File: config.mk
export PLATFORM = sky130hd
export DESIGN_NAME = ysyx_22051013_wb_arbiter
export DESIGN_NICKNAME = d
export VERILOG_FILES = /design/src/rtl/ysyx_22051013_wb_arbiter.sv
export SDC_FILE = /design/constraint.sdc
export NUM_CORES = 1
export LEC_CHECK = 0
export CORE_AREA = 3 3 111 113
export CTS_BUF_LIST = sky130_fd_sc_hd__clkbuf_4 sky130_fd_sc_hd__clkbuf_8
export CTS_CLUSTER_SIZE = 14
export DETAILED_ROUTE_END_ITERATION = 8
export DIE_AREA = 0 0 114 116
export GPL_ROUTABILITY_DRIVEN = 0
export PLACE_DENSITY_LB_ADDON = 0.08
export SLEW_MARGIN = 20
export SYNTH_ARGS = -nofsm -noshare
export SYNTH_HDL_FRONTEND = slang
export SYNTH_SLANG_ARGS = --single-unit
File: constraint.sdc
create_clock -name clk -period 3.2 [get_ports clk]
set_clock_uncertainty 0.1 [all_clocks]
set_input_delay 0.64 -clock clk [delete_from_list [all_inputs] [get_ports clk]]
set_output_delay 0.64 -clock clk [all_outputs]
set_load 0.02 [all_outputs]
File: src/rtl/ysyx_22051013_wb_arbiter.sv
// Write-back arbiter for the integer register file.
// Merges ALU (no backpressure), MDU and LSU (valid/ready) results onto a single
// registered write port. ALU has fixed priority; MDU/LSU share round-robin.
// A starve counter raises alu_hold so a pending MDU/LSU result cannot be
// locked out indefinitely by back-to-back ALU results.
// Optional macro YSYX_22051013_WB_PERF_EN adds the wb_cnt write-cycle counter.
module ysyx_22051013_wb_arbiter #(
  parameter int unsigned ADDR_W       = 5,
  parameter int unsigned DATA_W       = 64,
  parameter int unsigned STARVE_LIMIT = 8
) (
  input  logic              clk,
  input  logic              rst,
  input  logic              flush,
  input  logic              alu_valid,
  input  logic [ADDR_W-1:0] alu_waddr,
  input  logic [DATA_W-1:0] alu_wdata,
  output logic              alu_hold,
  input  logic              mdu_valid,
  output logic              mdu_ready,
  input  logic [ADDR_W-1:0] mdu_waddr,
  input  logic [DATA_W-1:0] mdu_wdata,
  input  logic              lsu_valid,
  output logic              lsu_ready,
  input  logic [ADDR_W-1:0] lsu_waddr,
  input  logic [DATA_W-1:0] lsu_wdata,
  output logic              wen,
  output logic [ADDR_W-1:0] waddr,
  output logic [DATA_W-1:0] wdata
`ifdef YSYX_22051013_WB_PERF_EN
  ,
  output logic [63:0]       wb_cnt
`endif
);

  localparam int unsigned CNT_W = 8;
  localparam int unsigned PERF_W = 64;
  localparam logic [CNT_W-1:0] LIMIT    = CNT_W'(STARVE_LIMIT);
  localparam logic [CNT_W-1:0] LIMIT_M1 = CNT_W'(STARVE_LIMIT - 1);

  logic              ptr_mdu;     // 1: MDU wins a tie, 0: LSU wins a tie
  logic [CNT_W-1:0]  starve_cnt;
  logic              grant_mdu;
  logic              grant_lsu;
  logic              grant_bp;
  logic              pending;
  logic              sel_valid;
  logic [ADDR_W-1:0] sel_addr;
  logic [DATA_W-1:0] sel_data;

  // Grant decision: ALU first, flush blocks MDU/LSU, round-robin on a tie
  always_comb begin
    grant_mdu = 1'b0;
    grant_lsu = 1'b0;
    if (!alu_valid && !flush) begin
      if (mdu_valid && (!lsu_valid || ptr_mdu)) begin
        grant_mdu = 1'b1;
      end else if (lsu_valid) begin
        grant_lsu = 1'b1;
      end
    end
  end

  assign grant_bp  = grant_mdu | grant_lsu;
  assign pending   = mdu_valid | lsu_valid;
  assign mdu_ready = grant_mdu & rst;
  assign lsu_ready = grant_lsu & rst;

  // Select the payload of whichever source won this cycle
  always_comb begin
    sel_valid = 1'b0;
    sel_addr  = '0;
    sel_data  = '0;
    if (alu_valid) begin
      sel_valid = 1'b1;
      sel_addr  = alu_waddr;
      sel_data  = alu_wdata;
    end else if (grant_mdu) begin
      sel_valid = 1'b1;
      sel_addr  = mdu_waddr;
      sel_data  = mdu_wdata;
    end else if (grant_lsu) begin
      sel_valid = 1'b1;
      sel_addr  = lsu_waddr;
      sel_data  = lsu_wdata;
    end
  end

  // Registered write port, round-robin pointer and anti-starvation state
  always_ff @(posedge clk or negedge rst) begin
    if (!rst) begin
      wen        <= 1'b0;
      waddr      <= '0;
      wdata      <= '0;
      ptr_mdu    <= 1'b1;
      starve_cnt <= '0;
      alu_hold   <= 1'b0;
    end else begin
      // writes to x0 are consumed but never reach the register file
      wen <= sel_valid && (sel_addr != '0);
      if (sel_valid) begin
        waddr <= sel_addr;
        wdata <= sel_data;
      end
      if (grant_bp) begin
        ptr_mdu <= grant_lsu;
      end
      if (grant_bp || !pending) begin
        starve_cnt <= '0;
        alu_hold   <= 1'b0;
      end else begin
        if (starve_cnt < LIMIT) begin
          starve_cnt <= starve_cnt + CNT_W'(1);
        end
        if (starve_cnt >= LIMIT_M1) begin
          alu_hold <= 1'b1;
        end
      end
    end
  end

`ifdef YSYX_22051013_WB_PERF_EN
  // Count cycles in which the register file is written
  always_ff @(posedge clk or negedge rst) begin
    if (!rst) begin
      wb_cnt <= '0;
    end else begin
      wb_cnt <= wb_cnt + PERF_W'(wen);
    end
  end
`endif

endmodule

* Word level (Yosys, flattened, before mapping)
Cells that the tools add are included.
Widths: inputs -> output; s select.
** Storage, ports and cells
- Bits in registers :: 80
- Input port bits :: 213
** Cells by class
- Reduce and logical (&&, ||, !) cells :: 12
- Order comparisons :: 2
- Bitwise operators :: 4
- Add/sub/neg operators :: 1
- Mux-type cells :: 18
** Operators by type and width (count)
- $mux 64 :: 3
- $mux 8 :: 2
- $mux 5 :: 3
- $mux 1 :: 10
- $add 8x1->8 const B :: 1
- $ge 8x3->1 const B :: 1
- $lt 8x4->1 const B :: 1
- $reduce_bool 5->1 :: 1
- $logic_not 1->1 :: 4
- $reduce_bool 2->1 :: 2
- $logic_and 1x1->1 :: 3
- $and 1x1->1 :: 2
- $logic_or 1x1->1 :: 2
- $or 1x1->1 :: 2

* Depth between registers and ports, before layout
Gate-level depths: netlist of run 1.
- Word-level depth :: 10
- Gate-level depth with buffers :: 8

* Least setup slack after synthesis of run 1
No wires, ideal clock.
- Path kind :: input port to output port
- Start point :: in alu_valid
- End point :: out mdu_ready
- Path slack :: 647 ps
- Arrival :: 1813 ps
- Stages on the path :: 7
- Path through :: buf_4 -> nor2_2 -> and3_1 -> buf_2 -> buf_2 -> buf_2 -> and2_1
** Between the ends
- Word-level cells in the longest chain between the ends :: 4
** RTL lines
- start: declaration :: line 15 : input logic alu_valid,
- $logic_not 1->1 :: line 55 : if (!alu_valid && !flush) begin
- $logic_and 1x1->1 :: line 55
- $mux 1 :: line 55
- $and 1x1->1 :: line 66 : assign mdu_ready = grant_mdu & rst;
- end: declaration :: line 20 : output logic mdu_ready,
No other way between the ends.

* Worst setup path after layout of run 1
- Start point :: in flush
- End point :: out mdu_ready
** Between the ends
- Word-level cells in the longest chain between the ends :: 4
** RTL lines
- start: declaration :: line 14 : input logic flush,
- $logic_not 1->1 :: line 55
- $logic_and 1x1->1 :: line 55
- $mux 1 :: line 55
- $and 1x1->1 :: line 66
No other way between the ends.

==> flow_summary.toml, run 1 <==
[cts]
cts_resized = 0
cts_max_level = 3
clock_latency_ns = 0.34
cts_max_path_buffers = 2
cts_setup_buffers = 0
tritoncts = "built"
hold_buffers = 0
clock-sinks = 80
ctsRootBufferMaster = "clkbuf_8"
cts_buffers = 9
clk_pin_slew_ns = 0.09

[yosys]
synth-compound-area-share = 0.2549
synth_edf_count = 0
async_flop_share = 1.000
yosysUniqueCellTypes = 29
synth_area_mm2 = 0.003864
synth_warnings = 0
synth_area_leaders = "dfrtp_1 (51%), a221oi_1 (12%), nand2_1 (8.7%)"
synthTopCellsByCount = "nand2_1 (90), dfrtp_1 (79), o21ai_0 (64), nor2_1 (58), a221oi_1 (51)"
syn-instance-count = 423
synth_top_flop_cell = "dfrtp_1"
yosys.area_share.simple = 0.1697
synth_top_area_cell = "dfrtp_1"
yosys.area_share.adder = 0.003238
synthMuxAreaShare = 0.002591
syn_area_per_cell_um2 = 9.134
yosysMostFrequentCell = "nand2_1"
synthXorXnorAreaFrac = 0.004534
synth_seq_cells = 80
syn_nets = 637
synth_top_family_by_area = "compound AO/OA/AOI/OAI gates"
ys_seq_area_frac = 0.5185
synth_top_area_share = 0.5117

[pwr]
swShare = 0.2919
p_seq_frac = 0.413
powerDensity_mw_per_mm2 = 412.5
clock_power_share = 0.270
p_switching_mw = 0.8436
p_int_mw = 2.046
combPwrFrac = 0.317
peakVddDrop_uv = 215.1
p_leak_nw = 2.835

[sta]
final.min_clock_period_ns = 2.980
timing.final.crit_share = 0.9313
relSlewSlack = 0.3772
tightest_slew_ns = 0.9342
tns_ns = 0
rsz0062_at_grt = "false"
setup-violations-final = 0
hold_violations = 0
drv_slew = 0
max_freq_mhz = 335.6

[floorplan]
core_area_mm2 = 0.01142
die_h_um = 116
start_util = 0.3384
io_pins = 286
die_x_um = 114
dieArea_mm2 = 0.01322
row_count = 39

[global_route]
grt_pass1_vias = 4496
grt_first_pass_wirelength_mm = 23.29
grt_max_degree = 87
antenna_found_initial = 0
overflow = 0
grt_use_total = 0.2250

[setup_path]
cp-startpoint = "flush"
worst_path_max_delay_cell = "clkdlybuf4s50_1"
crit_path_start_kind = "input pin"
r2r-start = "ptr_mdu"
crit_required_ns = 2.46
worstRegToRegCells = 6
cp_max_fo = 5
worst_setup_path_end_kind = "output port"
crit_type = "input pin to output port"
cp_common_cell = "clkdlybuf4s50_1"
cp.arrival_ns = 2.24
timing.rr.end = "wen"
critPathMaxStageDelay_ns = 0.64
path_cells = "clkdlybuf4s50_1 -> nor2_2 -> and3_2 -> and2_1 -> clkdlybuf4s50_1"
r2r_slack_ns = 0.93

[detailed_routing]
drt_iter0_markers = 230
vias_per_cell = 5.188
num_vias = 4342
drtPass1Iterations = 4
drc = 0
postRouteAntennaNets = 0
wl_per_cell_um = 18.39
wl_mm = 15.39

[final_layout]
area_growth_pct = 81.28
num-fill-cells = 1044
num_antenna_cells = 0
drive_gt1_frac = 0.04611
stdcell_count = 837
final_nets = 903

[place]
place_inst = 821
place_hpwl_mm = 11.12
io_buffer_count = 285

[status]
status = "completed"

[worst_hold_path]
holdCritPathClass = "input pin to async pin"

[job]
cap_violations = 0
cells in the final DEF, fill, tap and decap left out, drive strengths merged:
master and n:
and3 3, clkbuf 12, ha 1, dfrtp 79, and2 6, bufinv 1
xor2 1, a221oi 51, and4 1, xnor2 1, nor2 59, o22ai 1
a21o 1, nand2 90, nand3 1, clkdlybuf4s50 283, a222oi 4, nor3 1
mux2i 1, or4 1, a21oi 2, a221o 14, dfstp 1, buf 9
nand2b 1, clkinvlp 3, a41oi 1, o21ai 65
per-layer routing:
layer  part of all wire  global-route usage  vias to the layer above
li1                   -                   -                     2066
met1               0.38              0.2643                     2039
met2               0.51              0.4001                      221
met3               0.10             0.06580                       16
met4              0.014             0.06492                        0
met5                  0                   0                        -
cells by family after synthesis:
logic type,Yosys count
buffers and inverters,37
AND/OR/NAND/NOR,163
multiplexers,1
flip-flops,80
AO/OA/AOI/OAI,139
XOR/XNOR,2
adder cells (fa/ha/maj),1
sequential cells by signal (all words and copies together) (netlist names):
| name | flops |
|---|---|
| alu_hold | 1 |
| ptr_mdu | 1 |
| starve_cnt | 8 |
| waddr | 5 |
| wdata | 64 |
| wen | 1 |
power by group through the flow:
| stage | clock network, mW | registers (mW) | logic, mW |
|---|---|---|---|
| floorplan | 0 | 1.34 | 0.221 |
| global placement | 0 | 1.21 | 0.912 |
| detailed placement | 0 | 1.21 | 0.922 |
| CTS | 0.806 | 1.19 | 0.926 |
| global route | 0.854 | 1.21 | 0.984 |
| finish | 0.781 | 1.19 | 0.915 |
critical path, delay by kind of cell:
| family | cells | cell delay (ns) |
|---|---|---|
| and+or+nand+nor | 3 | 0.53 |
| buffers and inverters | 2 | 1.07 |
worst max-delay path by stage:
stage | endpoint | cells after the start | slack [ns]
after floorplan | mdu_ready | 7 | 0.65
after global placement | mdu_ready | 5 | 0.26
after detailed placement | lsu_ready | 5 | 0.23
after CTS | mdu_ready | 5 | 0.24
after global routing | lsu_ready | 5 | 0.12
final | mdu_ready | 5 | 0.22
metrics by stage:
step	util	cell area [µm²]	power (mW)	hold WS [ns]	setup slack (ns)
finish	0.6134	7004	2.890	0.06759	0.2200
floorplan	-	3864	1.556	0.2444	0.6472
detailed placement	0.5946	6789	2.132	0.3721	0.2345
global placement	0.5946	6789	2.117	0.3607	0.2574
global route	0.6134	7004	3.047	0.06413	0.1173
CTS	0.6131	7000	2.924	0.05959	0.2354
cell type report:
| class | count | area, µm² | share of cell area |
|---|---|---|---|
| clock inverters | 4 | 52.55 | 0.007503 |
| multi-input cells | 306 | 1700 | 0.2428 |
| flip-flops and latches | 80 | 2003 | 0.2860 |
| repair buffers | 292 | 2910 | 0.4155 |
| clock buffers | 12 | 158.9 | 0.02269 |
| well taps | 143 | 178.9 | 0.02554 |
No activity file was read; power rests on OpenSTA's default activity.
==> inputs of run 2 (changes only) <==
--- a/config.mk
+++ b/config.mk
@@ -5,11 +5,11 @@
 export SDC_FILE = /design/constraint.sdc
 export NUM_CORES = 1
 export LEC_CHECK = 0
-export CORE_AREA = 3 3 111 113
+export CORE_MARGIN = 3
+export CORE_UTILIZATION = 35
 export CTS_BUF_LIST = sky130_fd_sc_hd__clkbuf_4 sky130_fd_sc_hd__clkbuf_8
 export CTS_CLUSTER_SIZE = 14
 export DETAILED_ROUTE_END_ITERATION = 8
-export DIE_AREA = 0 0 114 116
 export GPL_ROUTABILITY_DRIVEN = 0
 export PLACE_DENSITY_LB_ADDON = 0.08
 export SLEW_MARGIN = 20
==> constraint.sdc (replaced) <==
create_clock -name clk -period 2.97 [get_ports clk]
set_clock_uncertainty 0.1 [all_clocks]
set_input_delay 0.594 -clock clk [delete_from_list [all_inputs] [get_ports clk]]
set_output_delay 0.594 -clock clk [all_outputs]
set_load 0.02 [all_outputs]
==> run 2 against run 1 <==
Die area decreased by 6.7%; global-route usage up 1.9 points; count of clock-buffer cells in the layout is 1 higher; total power rose by 3.4%; worst hold slack gained 0.31 ns; utilization increased by 5.0 points; non-clock buffer count is 5 higher; design area is 0.39% lower; register-to-register slack got worse by 0.20 ns; cell count decreased by 0.48%; sequential cell count unchanged; first-iteration DRC count is 22% higher; critical endpoint is now lsu_ready; largest power group unchanged.
==> flow_summary.toml, run 2 (synthesized netlist as in run 1, its figures left out) <==
[status]
status = "completed"

[final_layout]
reg.largest.list = "wdata x64, starve_cnt x8, waddr x5"
largest_register_ffs = 64
layout_common_cells = "clkdlybuf4s50_1 (283), nand2_1 (90), dfrtp_1 (79)"
area_growth_pct = 80.57
num_antenna_cells = 0
final_nets = 908
fin_util = 0.6639
largest_register = "wdata"
final_common_cell = "clkdlybuf4s50_1"
drive_gt1_frac = 0.04878

[cts]
ctsRootBufferMaster = "clkbuf_8"
tritoncts = "built"
cts_max_path_buffers = 2
cts_buffers = 9
clk_pin_slew_ns = 0.07
clock_latency_ns = 0.34
clock-sinks = 80
cts_setup_buffers = 0
cts_max_level = 3

[pwr]
p_leak_nw = 2.846
p_switching_mw = 0.8784
swShare = 0.2940
p_seq_frac = 0.431
p_total_mw = 2.988
p_int_mw = 2.109
combPwrFrac = 0.333
powerDensity_mw_per_mm2 = 428.2
peakVddDrop_uv = 212.6
clock_power_share = 0.237

[worst_hold_path]
hold_depth = 2
holdCritPathClass = "flop to flop"
holdCritStartpoint = "wdata[42]"

[global_route]
grt_pass1_vias = 4384
grt_first_pass_wirelength_mm = 23.92
overflow = 0
antenna_found_initial = 0
grt_use_total = 0.2439
grt_max_degree = 87

[setup_path]
crit_type = "input pin to output port"
crit_path_start_kind = "input pin"
crit_required_ns = 2.28
worstRegToRegCells = 7
cp_max_fo = 5
cp-startpoint = "mdu_valid"
r2r-start = "ptr_mdu"
worst_setup_path_end_kind = "output port"
cp.arrival_ns = 2.19

[sta]
rsz0062_at_grt = "false"
relSlewSlack = 0.3684
max_freq_mhz = 346.3
setup-violations-final = 0
drv_slew = 0
tns_ns = 0
timing.final.crit_share = 0.9723
tightest_slew_ns = 0.9474
hold_violations = 0
final.min_clock_period_ns = 2.888

[floorplan]
io_pins = 286
core_area_mm2 = 0.01051
row_count = 37
start_util = 0.3677
die_x_um = 111.1
dieArea_mm2 = 0.01234
die_h_um = 111.1

[place]
io_buffer_count = 285
place_hpwl_mm = 11.42

[detailed_routing]
vias_per_cell = 5.261
num_vias = 4382
postRouteAntennaNets = 0
drt_iter0_markers = 281
wl_mm = 15.47
drc = 0
wl_per_cell_um = 18.57
drtPass1Iterations = 4

[job]
cap_violations = 0
-- run 2: power by group through the flow --
stage | clock, mW | sequential, mW | combinational [mW]
finish | 0.707 | 1.29 | 0.995
global route | 0.767 | 1.30 | 1.07
CTS | 0.732 | 1.29 | 1.00
detailed placement | 0 | 1.31 | 0.999
global placement | 0 | 1.30 | 0.986
floorplan | 0 | 1.44 | 0.238
-- run 2: path summary, 6_finish.rpt --
| kind | end | slack [ns] |
|---|---|---|
| min reg2reg | wdata[42] | 0.38 |
| max reg2reg | wen | 0.73 |
| min | wdata[42] | 0.38 |
| max in group asynchronous | wdata[45] | 1.08 |
| max | lsu_ready | 0.08 |
| min in group asynchronous | wdata[51] | 0.56 |
-- run 2: cell type report --
cell class,count,area [µm²]
fillers,899,3532
clock inverters,1,5.005
multi-input cells,306,1700
clock buffers,13,160.2
well taps,136,170.2
flip-flops and latches,80,2003
repair buffers,297,2938
-- run 2: routing by layer --
metal	global-route usage	share of wire
met1	0.2911	0.38
met2	0.4231	0.50
met3	0.07041	0.093
met4	0.07948	0.023
met5	0	0
-- run 2: critical path, cell delays in order --
cell and delay, ns:
clkdlybuf4s50_1 0.57, nand2_1 0.11, and3_2 0.23, and2_1 0.15
clkdlybuf4s50_1 0.54
-- run 2: what timing repair did --
| item | CTS | global route |
|---|---|---|
| hold endpoints to repair | 5 | 0 |
| resized for setup | 0 | 0 |
| hold buffers | 1 | 0 |
-- run 2: per-stage QoR --
stage	cells	setup WS (ns)	cell area (µm²)	hold WS, ns
2_1_floorplan	423	0.5092	3864	0.1984
3_3_place_gp	818	0.1624	6798	0.3101
3_5_place_dp	818	0.1124	6798	0.3144
4_1_cts	833	0.1196	6973	0.3842
5_1_grt	833	0.01306	6977	0.3964
6_report	833	0.08224	6977	0.3805
